<file path="src/rtl/truth_table_extractor.sv">
// Sweeps all eight input vectors of a 3-input gate, samples its output and
// rebuilds the gate's hex code, flagging vectors whose output was not steady.
module truth_table_extractor #(
  parameter int unsigned SETTLE_CYCLES = 4,
  parameter int unsigned SAMPLES       = 3
) (
  input  logic       clk,
  input  logic       rst,
  input  logic       start,
  input  logic       abort,
  input  logic [7:0] expected,
  input  logic       dut_out,
  output logic       in1,
  output logic       in2,
  output logic       in3,
  output logic       busy,
  output logic       done,
  output logic [7:0] table_code,
  output logic [7:0] unstable,
  output logic       match
);

  localparam int unsigned CNT_MAX = (SETTLE_CYCLES > SAMPLES) ? SETTLE_CYCLES : SAMPLES;
  localparam int unsigned CW      = (CNT_MAX > 1) ? $clog2(CNT_MAX) : 1;
  localparam logic [CW-1:0] SETTLE_LAST = CW'((SETTLE_CYCLES > 0) ? SETTLE_CYCLES - 1 : 0);
  localparam logic [CW-1:0] SAMPLE_LAST = CW'(SAMPLES - 1);

  typedef enum logic [1:0] {
    IDLE,
    SETTLE,
    SAMPLE,
    DONE
  } state_t;

  state_t        state;
  logic [2:0]    idx;
  logic [2:0]    pos;
  logic [CW-1:0] cnt;
  logic [7:0]    exp_q;
  logic [7:0]    tc_nxt;
  logic [7:0]    un_nxt;

  assign {in1, in2, in3} = idx;
  // Vector 000 lands in bit 7, so the bit position is the complement of idx.
  assign pos = ~idx;

  // Result of the current sample cycle; the final one also feeds match.
  always_comb begin
    tc_nxt = table_code;
    un_nxt = unstable;
    if (cnt == '0) begin
      tc_nxt[pos] = dut_out;
    end else if (dut_out != table_code[pos]) begin
      un_nxt[pos] = 1'b1;
    end
  end

  always_ff @(posedge clk) begin
    if (rst) begin
      state      <= IDLE;
      idx        <= '0;
      cnt        <= '0;
      exp_q      <= '0;
      busy       <= 1'b0;
      done       <= 1'b0;
      table_code <= '0;
      unstable   <= '0;
      match      <= 1'b0;
    end else begin
      case (state)
        IDLE: begin
          done <= 1'b0;
          if (start && !abort) begin
            exp_q      <= expected;
            table_code <= '0;
            unstable   <= '0;
            match      <= 1'b0;
            idx        <= '0;
            cnt        <= '0;
            busy       <= 1'b1;
            if (SETTLE_CYCLES == 0) state <= SAMPLE;
            else                    state <= SETTLE;
          end
        end
        SETTLE: begin
          if (abort) begin
            state      <= IDLE;
            busy       <= 1'b0;
            idx        <= '0;
            cnt        <= '0;
            table_code <= '0;
            unstable   <= '0;
            match      <= 1'b0;
          end else if (cnt == SETTLE_LAST) begin
            cnt   <= '0;
            state <= SAMPLE;
          end else begin
            cnt <= cnt + 1'b1;
          end
        end
        SAMPLE: begin
          if (abort) begin
            state      <= IDLE;
            busy       <= 1'b0;
            idx        <= '0;
            cnt        <= '0;
            table_code <= '0;
            unstable   <= '0;
            match      <= 1'b0;
          end else begin
            table_code <= tc_nxt;
            unstable   <= un_nxt;
            if (cnt == SAMPLE_LAST) begin
              cnt <= '0;
              if (idx == 3'd7) begin
                // Match is taken from the post-sample values so it is valid alongside done.
                state <= DONE;
                idx   <= '0;
                busy  <= 1'b0;
                done  <= 1'b1;
                match <= (tc_nxt == exp_q) && (un_nxt == '0);
              end else begin
                idx <= idx + 3'd1;
                if (SETTLE_CYCLES == 0) state <= SAMPLE;
                else                    state <= SETTLE;
              end
            end else begin
              cnt <= cnt + 1'b1;
            end
          end
        end
        DONE: begin
          done  <= 1'b0;
          state <= IDLE;
        end
        default: state <= IDLE;
      endcase
    end
  end

endmodule
</file>
<file path="config.mk">
export PLATFORM = sky130hd
export DESIGN_NAME = truth_table_extractor
export DESIGN_NICKNAME = d
export VERILOG_FILES = /design/src/rtl/truth_table_extractor.sv
export SDC_FILE = /design/constraint.sdc
export NUM_CORES = 1
export LEC_CHECK = 0
export CORE_MARGIN = 4
export CORE_UTILIZATION = 30
export DETAILED_ROUTE_END_ITERATION = 7
export GPL_ROUTABILITY_DRIVEN = 0
export HOLD_SLACK_MARGIN = 0.1
export SKIP_CTS_REPAIR_TIMING = 1
export SLEW_MARGIN = 0
export SYNTH_ARGS = -nofsm -noshare
export SYNTH_HDL_FRONTEND = slang
export SYNTH_SLANG_ARGS = --single-unit
</file>
<file path="constraint.sdc">
create_clock -name clk -period 5.05 [get_ports clk]
set_input_delay 1.515 -clock clk [delete_from_list [all_inputs] [get_ports clk]]
set_output_delay 1.515 -clock clk [all_outputs]
set_load 0.05 [all_outputs]
</file>
==> results of run 1 <==
## kinds of logic after synthesis
group / after synthesis / synth area share (%)
AO/OA/AOI/OAI: 60 / 21.1
XOR/XNOR: 4 / 1.70
adder cells (fa/ha/maj): 11 / 6.69
buffers and inverters: 27 / 5.05
flip-flops: 34 / 33.1
multiplexers: 14 / 7.06
AND/OR/NAND/NOR: 90 / 25.3
## registers in the layout, summed over array words and instances (netlist names)
signal and count:
match 1, table_code 8, exp_q 8, busy 1, unstable 8, done 1
idx 3, cnt 2, state 2
## placed cells by master (no fill, tap or decap), types with 4 or more instances in the layout
| master | instances |
|---|---|
| dfxtp_1 | 34 |
| nand3_1 | 9 |
| and3_1 | 4 |
| a21oi_1 | 14 |
| inv_1 | 12 |
| nor2b_1 | 6 |
| nand2_1 | 14 |
| mux2i_1 | 10 |
| a22oi_1 | 14 |
| and2_1 | 7 |
| clkbuf_8 | 6 |
| nor2_1 | 23 |
| ha_1 | 11 |
| clkdlybuf4s50_1 | 34 |
| o21ai_0 | 12 |
## cells in the mapped netlist, drive strengths merged, types with 4 or more instances
library cell and count:
dfxtp 34, inv 12, o21ai 12, nand3 9, mux2 4, nor2 23
and3 4, a22oi 14, and2 7, nand2 14, ha 11, nor2b 6
clkbuf 12, a21oi 14, mux2i 10
## power groups by stage
stage	logic [mW]	registers (mW)	clock network [mW]
floorplan	0.0747	0.293	0
global placement	0.110	0.289	0
detailed placement	0.111	0.289	0
CTS	0.112	0.283	0.220
global route	0.124	0.284	0.229
finish	0.112	0.283	0.212
## through the flow
| stage | utilization, % | instances | hold WS, ns | power (mW) |
|---|---|---|---|---|
| final | 39.0 | 345 | 0.456 | 0.607 |
| after global routing | 39.0 | 345 | 0.489 | 0.637 |
| after CTS | 39.0 | 345 | 0.461 | 0.614 |
| after detailed placement | 37.6 | 337 | 0.450 | 0.400 |
| after global placement | 37.6 | 337 | 0.446 | 0.399 |
| after floorplan | - | 240 | 0.448 | 0.368 |
## routing by layer
metal	up-vias	share of wire, %	track usage, %
met2	50	43	20.1
met4	0	1.1	4.27
li1	932	-	-
met3	7	5.8	3.00
met5	-	0	0
met1	881	50	17.7
## final timing paths
| check | startpoint | to | slack [ns] | cells past startpoint |
|---|---|---|---|---|
| max | idx[1] | in2 | 1.38 | 1 |
| min | busy | busy | 0.46 | 2 |
| max reg2reg | state[0] | match | 2.57 | 6 |
| min reg2reg | busy | busy | 0.46 | 2 |
## layout make-up
cell class / instances / area [µm²] / area share, %
clock inverters: 1 / 5.00 / 0.198
well taps: 77 / 96.3 / 3.80
inverters: 12 / 45.0 / 1.78
repair buffers: 35 / 348 / 13.7
clock buffers: 7 / 86.3 / 3.41
multi-input cells: 179 / 1270 / 50.2
flip-flops and latches: 34 / 681 / 26.9
==> metrics.txt, run 1 <==
status finished clean; Setup-failing EPs final 0; Iter 0 DRT Violations 97; Starting Density 31.7%; area leader, netlist dfxtp_1; WS Path Type reg -> out; fin. max-slew vios 0; Clock Root Buffer clkbuf_8; first-pass GRT wire length 8780 µm; largest net degree at the start of global routing 25; GR Overflow Total 0; WL final 5320 µm; family with the most delay on the worst path buffers and inverters; Max stage delay on crit path 0.95 ns; worst skew pair latency 0.29 ns; initial antenna violation count 0; Die Ht 90.8 µm; DIE WIDTH 90.8 µm; top-level port count 35; Worst Skew 0.0107 ns; Async SR Flop Fraction 0%; Logic pwr share 18.4%; Rel. slew slack 40.4%; clk sinks 34; drt first pass iters 4; synthesized cell area 2060 µm²; placed cell area 2440 µm²; drt drc 0; H-tree lvl count 2; sequential area share after synthesis 33.1%; top post-synthesis cells by area dfxtp_1 33%, ha_1 6.7%, a22oi_1 5.1%; Worst Tran Pin Value 0.893 ns; Core ar. 6490 µm²; ANT nets after route 0; post-synth net total 264; Hold Vio Cnt, Final 0; maximum root-to-sink buffer count 2; type of the tightest min-delay check reg -> reg; power density over the cells 240 nW/µm²; Flop pwr share 46.6%; WP data required 3.54 ns; fmax 272 MHz; Post-synth EDFFs 0; Syn. warnings 0; Synth cell types 49; Sw Share 29.1%; final worst slack 1.38 ns; CTS tree done; ANT cells 0; CP Max Fanout 24; critical-path cell list clkdlybuf4s50_1; vias in the first global route 1818; RSZ-0062 raised after global routing no; nets 291; Vias/cell 5.42; via count 1870; CP endpoint kind output pin; VDD IR max 0.000114 V; CP Launch Type register; top_reg_cell synth dfxtp_1; post-layout minimum cycle time 3.67 ns; Int Pwr 430 µW; post-route setup TNS 0 ns; syn_area_per_cell 8.57 µm²; Worst-path clk slew 0.08 ns; die footprint 8240 µm²; Clk pwr share 35.0%; Total Routing Usage GR 13.0%; Arr. time, crit path 2.16 ns; Post-Layout Inst Area 2530 µm²; share of layout cells above drive strength 1 8.21%; Switch Pwr 177 µW; worst path bufs/invs 1; pre-CTS setup slack 1.18 ns; Post-DP HPWL 3850 µm; cts bufs inserted 5; IO Port Bufs 34; fillers 678; post-synth top area share 33.1%; crit path max-delay cell type clkdlybuf4s50_1; Static Leak 0.961 nW; #FFs+latches synth 34; WL/cell 15.4 µm; Syn Inst Count 240; Syn-to-layout area delta 23.2%; Final period util 72.7%; total of max-cap violations 0; Core Rows 29
Note: power is estimated with default switching activity, not from simulation.
==> run 2, diff against run 1 <==
clock period = 3.7 ns   (was 5.05 ns; I/O delays follow)
==> run 2 against run 1 <==
  * Sequential cell count is the same
  * Clock power grew 59%
  * Core utilization grew 0.87 points
  * Non-clock buffer count grew 5
  * Total power grew 45%
  * Register-to-register slack lost 1.3 ns
  * Sequential share of layout area shrank 0.58 points
  * Cell count grew 1.4%
  * Die area is the same
  * Critical path type is now in -> reg
==> metrics.txt, run 2 (synthesis gave the netlist of run 1 again) <==
status finished clean (unchanged); Vias/cell 5.24 (was 5.42); GR Util met3 3.50% (was 3.00%); Setup-failing EPs final 0 (unchanged); GR Overflow Total 0 (unchanged); Arr. time, crit path 3.02 ns (was 2.16 ns); share of layout cells above drive strength 1 9.89% (was 8.21%); Clk pwr share 38.5% (was 35.0%); worst skew pair latency 0.28 ns (was 0.29 ns); DIE WIDTH 90.8 µm (unchanged); Logic pwr share 17.6% (was 18.4%); post-route setup TNS 0 ns (unchanged); power density over the cells 339 nW/µm² (was 240 nW/µm²); critical-path cell list clkdlybuf4s50_1, nand2b_1, a221oi_4, buf_4, a21oi_1, and2_1, a31o_2 (was clkdlybuf4s50_1); nets 296 (was 291); crit path max-delay cell type clkdlybuf4s50_1 (unchanged); vias in the first global route 1736 (was 1818); initial antenna violation count 0 (unchanged); WL/cell 14.8 µm (was 15.4 µm); Syn-to-layout area delta 25.9% (was 23.2%); Die Ht 90.8 µm (unchanged); maximum root-to-sink buffer count 2 (unchanged); Switch Pwr 238 µW (was 177 µW); drt drc 0 (unchanged); fmax 352 MHz; cts bufs inserted 5 (unchanged); die footprint 8240 µm² (unchanged); final worst slack 0.857 ns (was 1.38 ns); Worst Skew 0.00356 ns (was 0.0107 ns); VDD IR max 0.000239 V (was 0.000114 V); H-tree lvl count 2 (unchanged); Hold Vio Cnt, Final 0 (unchanged); met2 Usage GRT 19.3% (was 20.1%); Final Instance Count excl. Fillers 350 (was 345); IO Port Bufs 34 (unchanged); Clock Root Buffer clkbuf_8 (unchanged); ANT nets after route 0 (unchanged); placed insts 342 (was 337); Iter 0 DRT Violations 131 (was 97); ANT cells 0 (unchanged); post-layout minimum cycle time 2.84 ns; via count 1835 (was 1870); pre-CTS setup slack 0.581 ns (was 1.18 ns); CP Launch Type input pin (was register); Core ar. 6490 µm² (unchanged); Max stage delay on crit path 0.51 ns (was 0.95 ns); Static Leak 0.990 nW (was 0.961 nW); WS Path Type in -> reg (was reg -> out); RSZ-0062 raised after global routing no (unchanged); Flop pwr share 43.9% (was 46.6%); top-level port count 35 (unchanged); Post-DP HPWL 3760 µm (was 3850 µm); WL final 5170 µm (was 5320 µm); CP Max Fanout 14 (was 24); first-pass GRT wire length 8670 µm (was 8780 µm); GR Layer Usage met1 18.0% (was 17.7%); most frequent cells in the layout 34 x dfxtp_1, 34 x clkdlybuf4s50_1, 23 x nor2_1 (unchanged); largest net degree at the start of global routing 24 (was 25); fin. max-slew vios 0 (unchanged); clk sinks 34 (unchanged); total of max-cap violations 0 (unchanged); Int Pwr 641 µW (was 430 µW); WP data required 3.87 ns (was 3.54 ns); CTS tree done (unchanged); Core Rows 29 (unchanged); drt first pass iters 4 (unchanged); Worst Tran Pin Value 0.540 ns (was 0.893 ns); Total Routing Usage GR 12.8% (was 13.0%); CP endpoint kind register (was output pin); Sw Share 27.0% (was 29.1%); busiest grt layer met2 (unchanged); biggest regs exp_q (8), table_code (8), unstable (8) (unchanged); reg-to-reg slack, setup 1.26 ns (was 2.57 ns); type of the tightest min-delay check reg -> reg (unchanged); Worst-path clk slew 0.07 ns (was 0.08 ns); Starting Density 31.7% (unchanged); Rel. slew slack 64.0% (was 40.4%); Final period util 76.8%
[run 2: cell count changes in the layout (fill, tap and decap cells not counted), sizes merged]
cell and delta:
clkinvlp +1, clkbuf -1, buf +5, clkinv -1, bufinv +1
[run 2: path summary, 6_finish.rpt]
path / to / start / depth (start not counted)
hold reg to reg: busy / busy / 2
setup / recovery: unstable[0] / abort / 7
setup reg to reg: match / cnt[0] / 7
hold / removal: busy / busy / 2
[run 2: area by class of cell]
type	count	area (µm²)
flip-flops and latches	34	681
clock buffers	6	72.6
multi-input cells	179	1270
repair buffers	40	385
well taps	77	96.3
fillers	659	3910
clock inverters	2	37.5
inverters	12	45.0
[run 2: per-stage QoR]
stage          power (mW)  hold WS (ns)  cell area (µm²)  util [%]
2_1_floorplan       0.502         0.448             2060         -
5_1_grt             0.930         0.493             2590      39.9
3_5_place_dp        0.549         0.449             2480      38.2
6_report            0.879         0.456             2590      39.9
3_3_place_gp        0.547         0.454             2480      38.2
4_1_cts             0.892         0.459             2590      39.9
[run 2: critical path: cells and delay by family]
family	cells	cell delay, ns
and+or+nand+nor	2	0.49
buffers and inverters	2	0.74
AOI/OAI and AO/OA	3	0.67
[run 2: layer usage]
metal | share of wire (%) | vias up
li1 | - | 935
met3 | 4.6 | 4
met5 | 0 | -
met2 | 44 | 40
met4 | 1.1 | 0
met1 | 51 | 856
[run 2: power groups by stage]
stage                     Clock, mW  Sequential, mW  Combinational [mW]
after floorplan                   0           0.400               0.102
after global placement            0           0.394               0.153
after detailed placement          0           0.395               0.154
after CTS                     0.350           0.386               0.155
after global routing          0.369           0.388               0.174
final                         0.338           0.386               0.154
==> run 3, diff against run 2 <==
clock period = 2.5 ns   (was 3.7 ns; I/O delays follow)
==> run 3 against run 2 <==
  * Via count rose by 2.6%
  * Critical path depth fell by 1
  * Sequential share of layout area fell by 0.94 points
  * Sequential cell count did not move
  * Design area rose by 3.7%
  * Wire length barely moved
  * Die area did not move
  * Total power rose by 50%
  * Largest power group unchanged
==> metrics.txt, run 3 (synthesis gave the netlist of run 1 again) <==
Post-Layout Inst Area 2690 µm² (was 2590 µm²); Hold Vio Cnt, Final 0 (unchanged); WS Path Type in -> reg (unchanged); Rel. slew slack 61.1% (was 64.0%); Arr. time, crit path 2.55 ns (was 3.02 ns); Core Rows 29 (unchanged); drt first pass iters 4 (unchanged); area occupied by registers 681 µm² (unchanged); total of max-cap violations 0 (unchanged); nets 308 (was 296); placed cell area 2570 µm² (was 2480 µm²); commonest non-fill, non-tap cell in the layout dfxtp_1; most frequent cells in the layout 34 x dfxtp_1, 31 x clkdlybuf4s50_1, 23 x nor2_1, 20 x buf_4 (was 34 x dfxtp_1, 34 x clkdlybuf4s50_1, 23 x nor2_1); Setup-failing EPs final 0 (unchanged); ANT cells 0 (unchanged); fmax 427 MHz; biggest regs exp_q (8), table_code (8), unstable (8) (unchanged); drt drc 0 (unchanged); Final Instance Count excl. Fillers 362 (was 350); Worst Tran Pin Value 0.582 ns (was 0.540 ns); post-route setup TNS 0 ns (unchanged); worst skew pair latency 0.29 ns (was 0.28 ns); Final period util 93.6%; final worst slack 0.160 ns (was 0.857 ns); post-layout minimum cycle time 2.34 ns; Core ar. 6490 µm² (unchanged); Worst-path clk slew 0.07 ns (about the same); WL final 5170 µm (about the same); power density over the cells 491 nW/µm² (was 339 nW/µm²); CP Launch Type input pin (unchanged); Post-DP HPWL 3980 µm (was 3760 µm); GR Overflow Total 0 (unchanged); H-tree lvl count 2 (unchanged); Syn-to-layout area delta 30.6% (was 25.9%); pre-CTS setup slack -0.153 ns (was 0.581 ns); Vias/cell 5.20 (was 5.24); ANT nets after route 0 (unchanged); area occupied by multi-input gates 1270 µm² (about the same); fin. max-slew vios 0 (unchanged); share of layout cells above drive strength 1 15.4% (was 9.89%); IO Port Bufs 34 (unchanged); Iter 0 DRT Violations 135 (was 131); initial antenna violation count 0 (unchanged); type of the tightest min-delay check reg -> reg (unchanged); status finished clean (unchanged); Static Leak 1.06 nW (was 0.990 nW); Clock Root Buffer clkbuf_8 (unchanged); fillers 678 (was 659); RSZ-0062 raised after global routing no (unchanged); first-pass GRT wire length 8660 µm (was 8670 µm); die footprint 8240 µm² (unchanged); clk sinks 34 (unchanged); Worst Skew 0.00498 ns (was 0.00356 ns); vias in the first global route 1804 (was 1736); Starting Density 31.7% (unchanged); Die Ht 90.8 µm (unchanged); CP Max Fanout 4 (was 14); top-level port count 35 (unchanged); WL/cell 14.3 µm (was 14.8 µm); via count 1883 (was 1835); maximum root-to-sink buffer count 2 (unchanged); Total Routing Usage GR 13.1% (was 12.8%); CTS tree done (unchanged); final hold slack 0.459 ns (was 0.456 ns); placed insts 354 (was 342); WP data required 2.71 ns (was 3.87 ns); CP endpoint kind register (unchanged); DIE WIDTH 90.8 µm (unchanged); cts bufs inserted 5 (unchanged); largest net degree at the start of global routing 16 (was 24); VDD IR max 0.000300 V (was 0.000239 V)
## run 3: cell types whose count changed in the layout (fill, tap and decap cells not counted)
cell	delta
clkinvlp_4	-1
buf_12	+1
buf_4	+14
ha_2	+1
clkinv_2	+2
ha_1	-1
clkbuf_1	-1
clkdlybuf4s50_1	-3
## run 3: layout make-up
class / instances / area share, %
Multi-Input combinational cell: 179 / 47.4
Sequential cell: 34 / 25.3
Timing Repair Buffer: 52 / 17.9
Tap cell: 77 / 3.59
Clock buffer: 5 / 2.56
Inverter: 12 / 1.68
Clock inverter: 3 / 1.49
## run 3: metrics by stage
stage	total power, mW	utilization, %
detailed placement	0.830	39.6
global route	1.39	41.3
CTS	1.33	41.3
floorplan	0.743	-
finish	1.32	41.3
global placement	0.826	39.6
## run 3: final timing paths
kind              startpoint    end  slack, ns  cells after the start
hold reg to reg         busy   busy       0.46                      2
setup / recovery       abort  match       0.16                      6
setup reg to reg      cnt[0]  match       0.17                      7
hold / removal          busy   busy       0.46                      2
## run 3: where the power goes
group | total, mW | internal [mW] | switching [mW]
clock | 0.501 | 0.293 | 0.208
sequential | 0.570 | 0.558 | 0.0127
combinational | 0.246 | 0.108 | 0.138
## run 3: critical path, stage by stage
cell,delay (ns)
clkdlybuf4s50_1,0.45
nand2b_1,0.21
a221oi_4,0.29
o211ai_1,0.11
or4_1,0.54
o31ai_2,0.21
## run 3: metal layers
layer | vias up | share of wire [%] | GRT usage (%)
met4 | 0 | 1.5 | 5.28
met2 | 38 | 44 | 20.0
met1 | 877 | 51 | 18.0
met5 | - | 0 | 0
met3 | 7 | 3.7 | 2.42
li1 | 961 | - | -
